$ cat config.mk
export PLATFORM = sky130hd
export DESIGN_NAME = uart_tx_framer_flat
export DESIGN_NICKNAME = d
export VERILOG_FILES = /design/src/rtl/uart_pkg.sv /design/src/rtl/uart_tx_framer_if.sv /design/src/rtl/uart_baud_counter.sv /design/src/rtl/uart_tx_framer.sv /design/src/flat_wrapper.sv
export SDC_FILE = /design/constraint.sdc
export NUM_CORES = 1
export LEC_CHECK = 0
export BUFFER_PORTS_ARGS = -buffer_cell sky130_fd_sc_hd__buf_2
export CORE_MARGIN = 10
export CORE_UTILIZATION = 50
export DETAILED_ROUTE_END_ITERATION = 10
export GPL_ROUTABILITY_DRIVEN = 0
export PLACE_DENSITY = 0.77
export SLEW_MARGIN = 20
export SYNTH_ARGS = -nofsm -noshare
export SYNTH_HDL_FRONTEND = slang
export SYNTH_HIERARCHICAL = 1
export SYNTH_SLANG_ARGS = --single-unit
$ cat constraint.sdc
create_clock -name clk -period 1.7 [get_ports clk]
set_input_delay 0.17 -clock clk [delete_from_list [all_inputs] [get_ports clk]]
set_output_delay 0.17 -clock clk [all_outputs]
set_load 0.03 [all_outputs]
$ cat src/rtl/uart_pkg.sv
`default_nettype none
// ============================================================================
// uart_pkg : shared UART types and line-level constants
// Rev 1.0
// ============================================================================
package uart_pkg;

   localparam int   UART_DATA_BITS = 8;
   localparam logic UART_IDLE_LVL  = 1'b1;
   localparam logic UART_START_LVL = 1'b0;

   typedef enum logic [2:0] {
      ST_IDLE   = 3'd0,
      ST_START  = 3'd1,
      ST_DATA   = 3'd2,
      ST_PARITY = 3'd3,
      ST_STOP   = 3'd4
   } framer_state_e;

endpackage
`default_nettype wire

$ cat src/rtl/uart_tx_framer_if.sv
`default_nettype none
// ============================================================================
// uart_tx_framer_if : byte/parity handshake and serial outputs of the TX framer
// Rev 1.0
// ============================================================================
interface uart_tx_framer_if;

   logic [uart_pkg::UART_DATA_BITS-1:0] TX_DATA;
   logic                                tx_start;
   logic                                PARITY_BIT;
   logic                                load_data;
   logic                                TX;
   logic                                tx_busy;
   logic                                tx_done;

   modport master (
      output TX_DATA, tx_start, PARITY_BIT,
      input  load_data, TX, tx_busy, tx_done
   );

   modport slave (
      input  TX_DATA, tx_start, PARITY_BIT,
      output load_data, TX, tx_busy, tx_done
   );

endinterface
`default_nettype wire

$ cat src/rtl/uart_baud_counter.sv
`default_nettype none
// ============================================================================
// uart_baud_counter : bit-period counter, ticks on the last clock of each bit
// Rev 1.0
// ============================================================================
module uart_baud_counter #(
   parameter int CLKS_PER_BIT = 16
) (
   input  logic clk,
   input  logic rst_n,
   input  logic clear,
   output logic tick
);

   localparam int CNT_W = (CLKS_PER_BIT > 1) ? $clog2(CLKS_PER_BIT) : 1;
   localparam logic [CNT_W-1:0] C_TERMINAL = CNT_W'(CLKS_PER_BIT - 1);

   logic [CNT_W-1:0] cnt_q;
   logic [CNT_W-1:0] cnt_d;

   assign tick = (cnt_q == C_TERMINAL);

   always_comb begin
      cnt_d = cnt_q + 1'b1;
      if (clear || tick) begin
         cnt_d = '0;
      end
   end

   always_ff @(posedge clk) begin
      if (!rst_n) begin
         cnt_q <= '0;
      end else begin
         cnt_q <= cnt_d;
      end
   end

endmodule
`default_nettype wire

$ cat src/rtl/uart_tx_framer.sv
`default_nettype none
// ============================================================================
// uart_tx_framer : serialises start, 8 data bits LSB first, parity, stop bits
// Rev 1.0
// ============================================================================
module uart_tx_framer
   import uart_pkg::*;
#(
   parameter int CLKS_PER_BIT = 16,
   parameter int PARITY_EN    = 1,
   parameter int PARITY_ODD   = 0,
   parameter int STOP_BITS    = 1
) (
   input  logic             clk,
   input  logic             rst_n,
   uart_tx_framer_if.slave  bus
);

   localparam logic [2:0] C_LAST_DATA = 3'(UART_DATA_BITS - 1);
   localparam logic [2:0] C_LAST_STOP = 3'(STOP_BITS - 1);
   localparam logic       C_PAR_INV   = (PARITY_ODD != 0);

   framer_state_e                 state_q;
   logic [UART_DATA_BITS-1:0]     shreg_q;
   logic                          par_q;
   logic [2:0]                    idx_q;
   logic                          tx_q;
   logic                          busy_q;
   logic                          done_q;
   logic                          tick;
   logic                          baud_clear;

   // Gated by rst_n so the parity generator never loads during reset.
   assign bus.load_data = rst_n && (state_q == ST_IDLE) && bus.tx_start;
   assign bus.TX        = tx_q;
   assign bus.tx_busy   = busy_q;
   assign bus.tx_done   = done_q;

   assign baud_clear = (state_q == ST_IDLE);

   uart_baud_counter #(
      .CLKS_PER_BIT (CLKS_PER_BIT)
   ) u_baud (
      .clk   (clk),
      .rst_n (rst_n),
      .clear (baud_clear),
      .tick  (tick)
   );

   always_ff @(posedge clk) begin
      if (!rst_n) begin
         state_q <= ST_IDLE;
         shreg_q <= '0;
         par_q   <= 1'b0;
         idx_q   <= '0;
         tx_q    <= UART_IDLE_LVL;
         busy_q  <= 1'b0;
         done_q  <= 1'b0;
      end else begin
         done_q <= 1'b0;
         case (state_q)
            ST_IDLE: begin
               tx_q <= UART_IDLE_LVL;
               if (bus.tx_start) begin
                  shreg_q <= bus.TX_DATA;
                  par_q   <= bus.PARITY_BIT ^ C_PAR_INV;
                  idx_q   <= '0;
                  tx_q    <= UART_START_LVL;
                  busy_q  <= 1'b1;
                  state_q <= ST_START;
               end
            end
            ST_START: begin
               if (tick) begin
                  tx_q    <= shreg_q[0];
                  shreg_q <= shreg_q >> 1;
                  idx_q   <= '0;
                  state_q <= ST_DATA;
               end
            end
            ST_DATA: begin
               if (tick) begin
                  if (idx_q == C_LAST_DATA) begin
                     idx_q <= '0;
                     if (PARITY_EN != 0) begin
                        tx_q    <= par_q;
                        state_q <= ST_PARITY;
                     end else begin
                        tx_q    <= UART_IDLE_LVL;
                        state_q <= ST_STOP;
                     end
                  end else begin
                     // D0 already left at the START tick, so each tick emits the next bit.
                     tx_q    <= shreg_q[0];
                     shreg_q <= shreg_q >> 1;
                     idx_q   <= idx_q + 3'd1;
                  end
               end
            end
            ST_PARITY: begin
               if (tick) begin
                  tx_q    <= UART_IDLE_LVL;
                  idx_q   <= '0;
                  state_q <= ST_STOP;
               end
            end
            ST_STOP: begin
               if (tick) begin
                  if (idx_q == C_LAST_STOP) begin
                     busy_q  <= 1'b0;
                     done_q  <= 1'b1;
                     state_q <= ST_IDLE;
                  end else begin
                     idx_q <= idx_q + 3'd1;
                  end
               end
            end
            default: begin
               tx_q    <= UART_IDLE_LVL;
               busy_q  <= 1'b0;
               state_q <= ST_IDLE;
            end
         endcase
      end
   end

endmodule
`default_nettype wire

$ cat src/flat_wrapper.sv
// flat-port wrapper written by rule: the top's interface ports become plain ports
module uart_tx_framer_flat import uart_pkg::*;
#(
   parameter int CLKS_PER_BIT = 16,
   parameter int PARITY_EN    = 1,
   parameter int PARITY_ODD   = 0,
   parameter int STOP_BITS    = 1
)
  (clk, rst_n, bus_TX_DATA, bus_tx_start, bus_PARITY_BIT, bus_load_data, bus_TX, bus_tx_busy, bus_tx_done);
  uart_tx_framer_if bus_i ();
  input  logic clk;
  input  logic rst_n;
  input wire logic [$bits(bus_i.TX_DATA)-1:0] bus_TX_DATA;
  input wire logic [$bits(bus_i.tx_start)-1:0] bus_tx_start;
  input wire logic [$bits(bus_i.PARITY_BIT)-1:0] bus_PARITY_BIT;
  output wire logic [$bits(bus_i.load_data)-1:0] bus_load_data;
  output wire logic [$bits(bus_i.TX)-1:0] bus_TX;
  output wire logic [$bits(bus_i.tx_busy)-1:0] bus_tx_busy;
  output wire logic [$bits(bus_i.tx_done)-1:0] bus_tx_done;
  assign bus_i.TX_DATA = bus_TX_DATA;
  assign bus_i.tx_start = bus_tx_start;
  assign bus_i.PARITY_BIT = bus_PARITY_BIT;
  assign bus_load_data = bus_i.load_data;
  assign bus_TX = bus_i.TX;
  assign bus_tx_busy = bus_i.tx_busy;
  assign bus_tx_done = bus_i.tx_done;
  uart_tx_framer #(.CLKS_PER_BIT(CLKS_PER_BIT), .PARITY_EN(PARITY_EN), .PARITY_ODD(PARITY_ODD), .STOP_BITS(STOP_BITS)) u_core (.clk(clk), .rst_n(rst_n), .bus(bus_i));
endmodule
==> results.sh <==
export IMPL_clock_fmax_mhz=572
export IMPL_grt_usage_pct=11.6
export IMPL_setup_tns_final_ps=-155
export IMPL_cts_tree="built"
export IMPL_syn_area_per_cell_um2=9.28
export IMPL_min_path_type="in -> reg"
export IMPL_critPathCaptureType="flop"
export IMPL_drc=0
export IMPL_die_y_um=68.7
export IMPL_p_leak_nw=0.647
export IMPL_grt_overflow=0
export IMPL_area_growth_syn_to_layout_pct=28.1
export IMPL_setup_violations=5
export IMPL_final_core_util_pct=68.1
export IMPL_worstMarginPinSlew_ps=432
export IMPL_cts_htree_levels=1
export IMPL_synth_warning_count=6
export IMPL_io_pins=16
export IMPL_synth_top_area_cell="dfxtp_1"
export IMPL_fin_crit_ps=1750
export IMPL_syn_num_nets=144
export IMPL_place_inst=175
export IMPL_drtIter0Drc=37
export IMPL_synthCells=128
export IMPL_skew_ps=1.07
export IMPL_cts_buffers_inserted=3
export IMPL_grt_pass1_vias=977
export IMPL_dieArea_mm2=0.00472
export IMPL_slew_limit_headroom_pct=71.1
export IMPL_postRouteAntennaNets=0
export IMPL_worst_slack_ps=-48.6
export IMPL_arrival_ps=2000
export IMPL_startpoint_type="flop"
export IMPL_crit_required_ps=1950
export IMPL_root_buffer="clkbuf_4"
export IMPL_synth_area_mm2=0.00119
export IMPL_seq_area_frac_synth_pct=37.1
export IMPL_synth_cell_types=36
export IMPL_fin_nets=174
export IMPL_ir_drop_v=0.000811
export IMPL_path_clk_slew_ps=110
export IMPL_fin_hold_ws_ps=110
export IMPL_io_buffers=15
export IMPL_rows=17
export IMPL_grt_setup_unrepaired="true"
export IMPL_synthFlopType="dfxtp_1"
export IMPL_synthTopCellsByArea="dfxtp_1, mux2i_1, nand2_1"
export IMPL_clkSinkCount=22
export IMPL_cp_max_fo=8
export IMPL_powerDensity_mw_per_mm2=1060
export IMPL_wl_per_cell_um=14.1
export IMPL_cap_violations=0
export IMPL_grt_max_degree=28
export IMPL_period_share_pct=103
export IMPL_synth_seq_cells=22
export IMPL_cts_hold_buf=0
export IMPL_finalMaxSlewViolations=0
export IMPL_first_pass_iters=4
export IMPL_synthTopCellsByCount="dfxtp_1, mux2i_1, nand2_1, a21oi_1, o21ai_0"
export IMPL_ys_async_sr_fraction_pct=0
export IMPL_fill_cells=181
export IMPL_grt_pass1_wl_um=4180
export IMPL_n_antenna_cell=0
export IMPL_num_vias=1028
export IMPL_initial_core_util_pct=53.2
export IMPL_violations="negative setup slack"
export IMPL_r2r_cells=7
export IMPL_vias_per_cell=5.56
export IMPL_antenna_found_initial=0
export IMPL_coreArea_mm2=0.00223
export IMPL_final_hold_viol_count=0
export IMPL_outcome="complete, but fails checks"
export IMPL_wl_um=2620
export IMPL_clk_latency_ps=310
export IMPL_dp_slack_ps=-61.2
export IMPL_instances_no_fill=185
export IMPL_drive_gt1_share_pct=35.7
export IMPL_synth_most_common_cell="dfxtp_1"
export IMPL_clockBufferDepth=2
export IMPL_synth_top_cell_area_share_pct=37.1
export IMPL_synth_edff_count=0
export IMPL_fp_dieW_um=68.7
export IMPL_hpwlAfterDp_um=1830
export IMPL_path_class="reg -> reg"
export IMPL_holdPathStages=3
per-layer routing:
| metal | vias up | track usage (%) | wire length (um) |
|---|---|---|---|
| li1 | 515 | - | - |
| met1 | 493 | 12.6 | 1140 |
| met2 | 15 | 19.7 | 1300 |
| met3 | 5 | 2.58 | 128 |
| met4 | 0 | 7.64 | 54 |
| met5 | - | 0 | 0 |
flip-flops by register name, summed over array words and instances, names as in the netlist:
name and flops:
u_core/shreg_q 8, u_core/u_baud/cnt_q 4, u_core/idx_q 3, u_core/state_q 3, u_core/bus.TX 1, u_core/bus.tx_busy 1
u_core/bus.tx_done 1, u_core/par_q 1
critical path, cell delays in order (launching register included):
cell,delay [ps]
dfxtp_4,370
ha_4,160
ha_4,150
or3b_4,390
o32ai_4,210
buf_12,160
o21ai_0,80
a21oi_1,160
power breakdown:
part	switching [mW]	internal, mW	total [mW]
clock network	0.156	0.131	0.287
logic	0.321	0.338	0.659
registers	0.0746	0.590	0.664
total	0.552	1.06	1.61
cell type report:
cell class / count / area [um2] / area share [%]
clock buffer: 4 / 36.3 / 2.38
sequential: 22 / 448 / 29.4
timing repair buffer: 32 / 236 / 15.5
inverter: 4 / 15.0 / 0.987
multi-input combinational: 95 / 751 / 49.3
tap: 28 / 35.0 / 2.30
worst paths after layout:
check                          from                endpoint  slack [ps]
max                 u_core/idx_q[1]       u_core/shreg_q[0]         -50
min                  bus_TX_DATA[7]       u_core/shreg_q[7]         110
max reg2reg         u_core/idx_q[1]       u_core/shreg_q[0]         -50
min reg2reg  u_core/u_baud/cnt_q[0]  u_core/u_baud/cnt_q[0]         460
per-stage QoR:
stage / power, mW / area [um2]
2_1_floorplan: 1.08 / 1190
6_report: 1.61 / 1520
4_1_cts: 1.59 / 1460
5_1_grt: 1.72 / 1520
3_3_place_gp: 1.21 / 1350
3_5_place_dp: 1.23 / 1350
repair_timing:
item	in CTS	in global routing
buffers inserted	2	3
cloned	1	0
endpoints found under the setup margin	9	9
resized for setup	14	12
pin swaps	1	2
logic make-up after synthesis:
logic type	Yosys count	share of synthesized area, %
xor gates and xnor gates	4	2.95
buffers and inverters	11	5.27
DFF	22	37.1
and+or+nand+nor	42	20.1
AOI/OAI and AO/OA	28	16.0
muxes	17	14.3
adders and majority gates	4	4.22
layout by cell type, fill, tap and decap left out, types with 3 or more instances in the layout:
cell type | netlist | final
dfxtp_1 | 22 | 18
mux2i_1 | 17 | 16
buf_2 | 2 | 15
nand2_1 | 14 | 14
buf_4 | 1 | 14
a21oi_1 | 9 | 7
o21ai_0 | 9 | 5
nor2_1 | 5 | 5
inv_1 | 4 | 4
clkbuf_4 | 0 | 3
nand2b_1 | 3 | 3
o21ai_1 | 0 | 3
nor3b_1 | 3 | 3
nand3_1 | 3 | 3
ha_4 | 0 | 3
dfxtp_2 | 0 | 3
Power figures use the tool's default switching activity.
